$ cat src/rtl/rv32i_pkg.sv
// rtl/rv32i_pkg.sv - shared encodings and hazard FSM state for the RV32I core
package rv32i_pkg;

    localparam logic [1:0] RES_ALU = 2'b00;
    localparam logic [1:0] RES_MEM = 2'b01;
    localparam logic [1:0] RES_PC4 = 2'b10;

    localparam logic [1:0] FWD_RF  = 2'b00;
    localparam logic [1:0] FWD_WB  = 2'b01;
    localparam logic [1:0] FWD_MEM = 2'b10;

    typedef enum logic [1:0] {
        RUN  = 2'b00,
        WAIT = 2'b01,
        ERR  = 2'b10
    } hz_state_t;

    // Memory stage wins over Writeback: it holds the younger result.
    function automatic logic [1:0] fwd_sel(input logic [4:0] rs,
                                           input logic [4:0] rd_m, input logic wr_m,
                                           input logic [4:0] rd_w, input logic wr_w);
        if (wr_m && rd_m != 5'd0 && rd_m == rs)
            return FWD_MEM;
        else if (wr_w && rd_w != 5'd0 && rd_w == rs)
            return FWD_WB;
        else
            return FWD_RF;
    endfunction

endpackage

$ cat src/rtl/hazard_unit_if.sv
// rtl/hazard_unit_if.sv - datapath <-> hazard unit signal bundle
interface hazard_unit_if;
    logic [4:0] Rs1D, Rs2D, Rs1E, Rs2E, RdE, RdM, RdW;
    logic       RegWriteM, RegWriteW;
    logic [1:0] ResultSrcE;
    logic       PCSrcE, MemReqM, MemReady;
    logic [1:0] ForwardAE, ForwardBE;
    logic       StallF, StallD, StallE, StallM;
    logic       FlushD, FlushE, FlushW;
    logic       MemErr;
    logic [31:0] StallCnt, FlushCnt;

    modport master (
        output Rs1D, Rs2D, Rs1E, Rs2E, RdE, RdM, RdW, RegWriteM, RegWriteW,
               ResultSrcE, PCSrcE, MemReqM, MemReady,
        input  ForwardAE, ForwardBE, StallF, StallD, StallE, StallM,
               FlushD, FlushE, FlushW, MemErr, StallCnt, FlushCnt
    );

    modport slave (
        input  Rs1D, Rs2D, Rs1E, Rs2E, RdE, RdM, RdW, RegWriteM, RegWriteW,
               ResultSrcE, PCSrcE, MemReqM, MemReady,
        output ForwardAE, ForwardBE, StallF, StallD, StallE, StallM,
               FlushD, FlushE, FlushW, MemErr, StallCnt, FlushCnt
    );
endinterface

$ cat src/rtl/hazard_perf_cnt.sv
// rtl/hazard_perf_cnt.sv - saturating 32-bit event counter
// ENABLE=0 (HAZARD_PERF_CNT_EN undefined in the top) leaves a constant zero and no flops.
module hazard_perf_cnt #(
    parameter bit ENABLE = 1'b1
) (
    input  logic        clk,
    input  logic        reset,
    input  logic        en,
    output logic [31:0] count
);
    generate
        if (ENABLE) begin : g_cnt
            always_ff @(posedge clk) begin
                if (reset)
                    count <= '0;
                else if (en && count != 32'hFFFF_FFFF)
                    count <= count + 32'd1;
            end
        end else begin : g_tie
            wire unused = &{1'b0, clk, reset, en};
            assign count = '0;
        end
    endgenerate
endmodule

$ cat src/rtl/hazard_unit.sv
// rtl/hazard_unit.sv - forwarding, stall/flush and memory wait-state control
// Optional performance counters: define HAZARD_PERF_CNT_EN.
module hazard_unit
    import rv32i_pkg::*;
#(
    parameter int MEM_TIMEOUT = 255,
    parameter int TO_W        = 8
) (
    input  logic          clk,
    input  logic          reset,
    hazard_unit_if.slave  hz
);
`ifdef HAZARD_PERF_CNT_EN
    localparam bit PERF_EN = 1'b1;
`else
    localparam bit PERF_EN = 1'b0;
`endif

    hz_state_t       state, state_n;
    logic [TO_W-1:0] cnt, cnt_n;
    logic            lw_stall, mem_stall;

    assign hz.ForwardAE = fwd_sel(hz.Rs1E, hz.RdM, hz.RegWriteM, hz.RdW, hz.RegWriteW);
    assign hz.ForwardBE = fwd_sel(hz.Rs2E, hz.RdM, hz.RegWriteM, hz.RdW, hz.RegWriteW);

    // A taken branch flushes Decode anyway, so a load-use stall would be wasted.
    assign lw_stall = (hz.ResultSrcE == RES_MEM) && (hz.RdE != 5'd0) &&
                      ((hz.RdE == hz.Rs1D) || (hz.RdE == hz.Rs2D)) && !hz.PCSrcE;

    always_ff @(posedge clk) begin
        if (reset) begin
            state <= RUN;
            cnt   <= '0;
        end else begin
            state <= state_n;
            cnt   <= cnt_n;
        end
    end

    always_comb begin
        state_n   = state;
        cnt_n     = cnt;
        mem_stall = 1'b0;
        case (state)
            RUN: begin
                if (hz.MemReqM && !hz.MemReady) begin
                    mem_stall = 1'b1;
                    state_n   = WAIT;
                    cnt_n     = TO_W'(1);
                end
            end
            WAIT: begin
                if (hz.MemReady) begin
                    state_n = RUN;
                    cnt_n   = '0;
                end else begin
                    mem_stall = 1'b1;
                    if (cnt == TO_W'(MEM_TIMEOUT))
                        state_n = ERR;
                    else
                        cnt_n = cnt + TO_W'(1);
                end
            end
            ERR: begin
                mem_stall = 1'b1;
            end
            default: begin
                state_n = RUN;
                cnt_n   = '0;
            end
        endcase
    end

    // memStall freezes the whole front end and overrides every flush.
    assign hz.StallF = lw_stall || mem_stall;
    assign hz.StallD = lw_stall || mem_stall;
    assign hz.StallE = mem_stall;
    assign hz.StallM = mem_stall;
    assign hz.FlushW = mem_stall;
    assign hz.FlushD = hz.PCSrcE && !mem_stall;
    assign hz.FlushE = (lw_stall || hz.PCSrcE) && !mem_stall;
    assign hz.MemErr = (state == ERR);

    hazard_perf_cnt #(.ENABLE(PERF_EN)) u_stall_cnt (
        .clk   (clk),
        .reset (reset),
        .en    (hz.StallF),
        .count (hz.StallCnt)
    );

    hazard_perf_cnt #(.ENABLE(PERF_EN)) u_flush_cnt (
        .clk   (clk),
        .reset (reset),
        .en    (hz.PCSrcE && !mem_stall),
        .count (hz.FlushCnt)
    );
endmodule

$ cat src/flat_wrapper.sv
// flat-port wrapper written by rule: the top's interface ports become plain ports
module hazard_unit_flat import rv32i_pkg::*;
#(
    parameter int MEM_TIMEOUT = 255,
    parameter int TO_W        = 8
)
  (clk, reset, hz_Rs1D, hz_Rs2D, hz_Rs1E, hz_Rs2E, hz_RdE, hz_RdM, hz_RdW, hz_RegWriteM, hz_RegWriteW, hz_ResultSrcE, hz_PCSrcE, hz_MemReqM, hz_MemReady, hz_ForwardAE, hz_ForwardBE, hz_StallF, hz_StallD, hz_StallE, hz_StallM, hz_FlushD, hz_FlushE, hz_FlushW, hz_MemErr, hz_StallCnt, hz_FlushCnt);
  hazard_unit_if hz_i ();
  input  logic clk;
  input  logic reset;
  input wire logic [$bits(hz_i.Rs1D)-1:0] hz_Rs1D;
  input wire logic [$bits(hz_i.Rs2D)-1:0] hz_Rs2D;
  input wire logic [$bits(hz_i.Rs1E)-1:0] hz_Rs1E;
  input wire logic [$bits(hz_i.Rs2E)-1:0] hz_Rs2E;
  input wire logic [$bits(hz_i.RdE)-1:0] hz_RdE;
  input wire logic [$bits(hz_i.RdM)-1:0] hz_RdM;
  input wire logic [$bits(hz_i.RdW)-1:0] hz_RdW;
  input wire logic [$bits(hz_i.RegWriteM)-1:0] hz_RegWriteM;
  input wire logic [$bits(hz_i.RegWriteW)-1:0] hz_RegWriteW;
  input wire logic [$bits(hz_i.ResultSrcE)-1:0] hz_ResultSrcE;
  input wire logic [$bits(hz_i.PCSrcE)-1:0] hz_PCSrcE;
  input wire logic [$bits(hz_i.MemReqM)-1:0] hz_MemReqM;
  input wire logic [$bits(hz_i.MemReady)-1:0] hz_MemReady;
  output wire logic [$bits(hz_i.ForwardAE)-1:0] hz_ForwardAE;
  output wire logic [$bits(hz_i.ForwardBE)-1:0] hz_ForwardBE;
  output wire logic [$bits(hz_i.StallF)-1:0] hz_StallF;
  output wire logic [$bits(hz_i.StallD)-1:0] hz_StallD;
  output wire logic [$bits(hz_i.StallE)-1:0] hz_StallE;
  output wire logic [$bits(hz_i.StallM)-1:0] hz_StallM;
  output wire logic [$bits(hz_i.FlushD)-1:0] hz_FlushD;
  output wire logic [$bits(hz_i.FlushE)-1:0] hz_FlushE;
  output wire logic [$bits(hz_i.FlushW)-1:0] hz_FlushW;
  output wire logic [$bits(hz_i.MemErr)-1:0] hz_MemErr;
  output wire logic [$bits(hz_i.StallCnt)-1:0] hz_StallCnt;
  output wire logic [$bits(hz_i.FlushCnt)-1:0] hz_FlushCnt;
  assign hz_i.Rs1D = hz_Rs1D;
  assign hz_i.Rs2D = hz_Rs2D;
  assign hz_i.Rs1E = hz_Rs1E;
  assign hz_i.Rs2E = hz_Rs2E;
  assign hz_i.RdE = hz_RdE;
  assign hz_i.RdM = hz_RdM;
  assign hz_i.RdW = hz_RdW;
  assign hz_i.RegWriteM = hz_RegWriteM;
  assign hz_i.RegWriteW = hz_RegWriteW;
  assign hz_i.ResultSrcE = hz_ResultSrcE;
  assign hz_i.PCSrcE = hz_PCSrcE;
  assign hz_i.MemReqM = hz_MemReqM;
  assign hz_i.MemReady = hz_MemReady;
  assign hz_ForwardAE = hz_i.ForwardAE;
  assign hz_ForwardBE = hz_i.ForwardBE;
  assign hz_StallF = hz_i.StallF;
  assign hz_StallD = hz_i.StallD;
  assign hz_StallE = hz_i.StallE;
  assign hz_StallM = hz_i.StallM;
  assign hz_FlushD = hz_i.FlushD;
  assign hz_FlushE = hz_i.FlushE;
  assign hz_FlushW = hz_i.FlushW;
  assign hz_MemErr = hz_i.MemErr;
  assign hz_StallCnt = hz_i.StallCnt;
  assign hz_FlushCnt = hz_i.FlushCnt;
  hazard_unit #(.MEM_TIMEOUT(MEM_TIMEOUT), .TO_W(TO_W)) u_core (.clk(clk), .reset(reset), .hz(hz_i));
endmodule
$ cat config.mk
export PLATFORM = sky130hd
export DESIGN_NAME = hazard_unit_flat
export DESIGN_NICKNAME = d
export VERILOG_FILES = /design/src/rtl/rv32i_pkg.sv /design/src/rtl/hazard_unit_if.sv /design/src/rtl/hazard_perf_cnt.sv /design/src/rtl/hazard_unit.sv /design/src/flat_wrapper.sv
export SDC_FILE = /design/constraint.sdc
export NUM_CORES = 1
export LEC_CHECK = 0
export CAP_MARGIN = 10
export CORE_MARGIN = 5
export CORE_UTILIZATION = 33
export DETAILED_ROUTE_END_ITERATION = 10
export PLACE_DENSITY = 0.81
export SLEW_MARGIN = 20
export SYNTH_ARGS = -nofsm -noshare
export SYNTH_HDL_FRONTEND = slang
export SYNTH_SLANG_ARGS = --single-unit
export TNS_END_PERCENT = 100
$ cat constraint.sdc
create_clock -name clk -period 2.2 [get_ports clk]
set_input_delay 0.44 -clock clk [delete_from_list [all_inputs] [get_ports clk]]
set_output_delay 0.44 -clock clk [all_outputs]
set_load 0.005 [all_outputs]
==> flow_metrics.py <==
metrics = {
    "worst_setup_path": {
        "crit_top_cell": "buf_2",
        "critical-path-slowest-cell": "or4_1",
        "crit_buf_inv": 3,
        "r2r_slack_ns": 0.41,
        "slowest_delay_ns": 0.53,
        "worstSetupStartpointType": "input pin",
        "cp.arrival_ns": 1.77,
        "crit_type": "input pin to output port",
        "path_delay_family": "simple AND/OR/NAND/NOR gates",
        "crit_chain": "buf_2 -> buf_6 -> xor2_1 -> or4_1 -> nor4_2 -> buf_2",
        "critical_path.max_fanout": 2,
        "cp-end-kind": "output port",
        "critPathRequiredTime_ns": 1.76,
    },
    "synth": {
        "syn_inst": 182,
        "ys_warn_count": 0,
        "yosys.area.top_type_share": 0.3523,
        "ys_seq_area_frac": 0.1402,
        "synth_area_leaders": "buf_4 (35%), xor2_1 (15%), dfxtp_1 (14%), xnor2_1 (3.7%), a21oi_1 (3.2%)",
        "synthDistinctLibCells": 33,
        "ys_ff_latch": 10,
        "syn_area_per_cell_um2": 7.844,
        "netlist_area_um2": 1428,
        "yosys.area.top_type": "buf_4",
    },
    "finish": {
        "syn_to_final_growth_pct": 48.90,
        "final_cell_mix": "conb_1 (64), buf_4 (27), xor2_1 (24)",
        "fin_nets": 314,
        "final_common_cell": "conb_1",
        "drive_gt1_frac": 0.3022,
        "antennaDiodeCount": 0,
    },
    "floorplanning": {
        "core_area_um2": 4264,
        "initial_core_util": 0.3348,
        "die_w_um": 75.78,
        "fp.dieH_um": 75.78,
        "io_pins": 120,
        "die-area_um2": 5742,
        "fp-row-count": 24,
    },
    "route": {
        "dr.pass1.iters": 4,
        "num_vias": 1339,
        "drt-initial-drc-count": 39,
        "ant_nets": 0,
        "drc": 0,
        "routedWlPerCell_um": 11.81,
        "viasPerCell": 4.184,
        "drt_wl_total_mm": 3.780,
    },
    "timing": {
        "fin_tns_setup_ns": -0.01028,
        "clock_skew_ns": 0.001989,
        "min_period_over_period": 1.005,
        "hold_viol_final": 0,
        "setup_slack_ns": -0.01028,
        "finalSetupViolations": 1,
        "fin_crit_ns": 2.210,
        "clock.fmax_mhz": 452.4,
        "maxSlewViolCount": 0,
        "rsz0062_at_grt": "true",
    },
    "global_routing": {
        "grt_max_degree": 8,
        "grt_usage": 0.1166,
        "grt_overflow": 0,
        "antenna_found_initial": 0,
        "grt_pass1_vias": 1278,
        "grt_pass1_wl_mm": 5.202,
    },
    "clock_network": {
        "cts_tree": "built",
        "insertion_delay_ns": 0.23,
        "numCtsBuffers": 3,
        "ctsLongestPathBuffers": 2,
        "clk_pin_slew_worst_paths_ns": 0.05,
        "cts_root_buf": "clkbuf_8",
        "cts.htree.levels": 1,
        "cts.sinks": 10,
    },
    "flow_run": {
        "drv_cap": 0,
    },
    "place": {
        "routabilityCongestion": 0.8024,
        "dp_slack_ns": -0.8918,
        "dp_hpwl_mm": 3.127,
        "io_buffers": 55,
    },
    "run_status": {
        "violations": "setup timing",
        "status": "finished, violations left",
    },
    "power_and_ir_drop": {
        "p_per_area_nw_per_um2": 332.3,
        "ir_drop_v": 0.0001941,
        "p_leak_nw": 1.033,
    },
    "worst_hold_path": {
        "holdCritPathClass": "flip-flop to flip-flop",
    },
}
stage by stage:
stage	hold WS, ns	power [mW]	area [µm²]	util	std cells
finish	0.4733	0.7064	2126	0.4985	320
global route	0.4990	0.7521	2126	0.4985	320
CTS	0.4758	0.6986	2085	0.4889	320
detailed placement	0.4689	0.4634	1976	0.4633	312
global placement	0.4600	0.4573	1976	0.4633	312
floorplan	0.4431	0.3821	1664	-	245
synth_stat cells:
cell type and number:
o32ai_2 1, inv_1 2, nor2_1 6, buf_6 1, nand2_1 4, xor2_1 24
o2111ai_1 1, a22oi_1 1, and2b_2 1, or2_2 2, or3_2 3, a21oi_1 9
buf_4 67, nor3_1 3, o21ai_1 3, and3_1 2, nor3b_1 1, nand3b_1 1
dfxtp_1 10, ha_1 1, nor4_1 4, nor2b_1 1, o31ai_1 4, o21ai_0 6
and4b_1 1, or4_2 2, or3b_1 1, a21o_2 1, xnor2_1 6, nand4_1 1
or4_1 5, conb_1 1, nand3_1 6
power breakdown:
part	switching (mW)	internal (mW)
logic	0.141	0.150
clock network	0.0696	0.157
registers	0.00329	0.185
total	0.214	0.493
final timing paths:
| check | to | cells after the start | start |
|---|---|---|---|
| worst max register to register | u_core.cnt[7]$_SDFFE_PP0P_ | 6 | u_core.state[0]$_SDFFE_PP0P_ |
| worst min-delay path | u_core.cnt[1]$_SDFFE_PP0P_ | 2 | u_core.cnt[1]$_SDFFE_PP0P_ |
| worst max-delay path | hz_ForwardAE[0] | 6 | hz_RdW[3] |
| worst min register to register | u_core.cnt[1]$_SDFFE_PP0P_ | 2 | u_core.cnt[1]$_SDFFE_PP0P_ |
state kept, by name, summed over array words and instances (netlist names):
name          count
u_core.cnt        8
u_core.state      2
cell type report:
cell class	instances	area (µm²)
clock buffers	4	55.05
multi-input cells	165	1072
inverters	2	7.507
well taps	52	65.06
repair buffers	87	725.7
fillers	455	2138
flip-flops and latches	10	200.2
layer usage:
layer / part of all wire / wire [µm] / vias up / global-route usage
met5: 0 / 0 / - / 0
met4: 0.017 / 63 / 0 / 0.03689
met3: 0.099 / 376 / 6 / 0.03430
met2: 0.56 / 2124 / 70 / 0.2234
met1: 0.32 / 1215 / 599 / 0.1195
li1: - / - / 664 / -
cells by family after synthesis:
kind of cell	after synthesis	synth area share
and+or+nand+nor	44	0.1858
AOI/OAI and AO/OA	26	0.1131
adders and majority gates	1	0.008763
buffers and inverters	70	0.3655
xor gates and xnor gates	30	0.1840
other	1	0.002627
DFF	10	0.1402
worst reg2reg max path, stage by stage (launching register included):
cell and delay, ns:
dfxtp_1 0.34, buf_4 0.15, or3b_1 0.42, o32ai_4 0.42
buf_4 0.21, o31ai_1 0.07, a21oi_1 0.13
repair_timing:
action,4_1_cts,5_1_grt
endpoints found under the setup margin,11,16
endpoints found under the hold margin,0,0
buffers inserted,4,0
hold buffers,0,0
pin swaps,16,4
resized for setup,109,19
(Power assumes the default switching activity.)
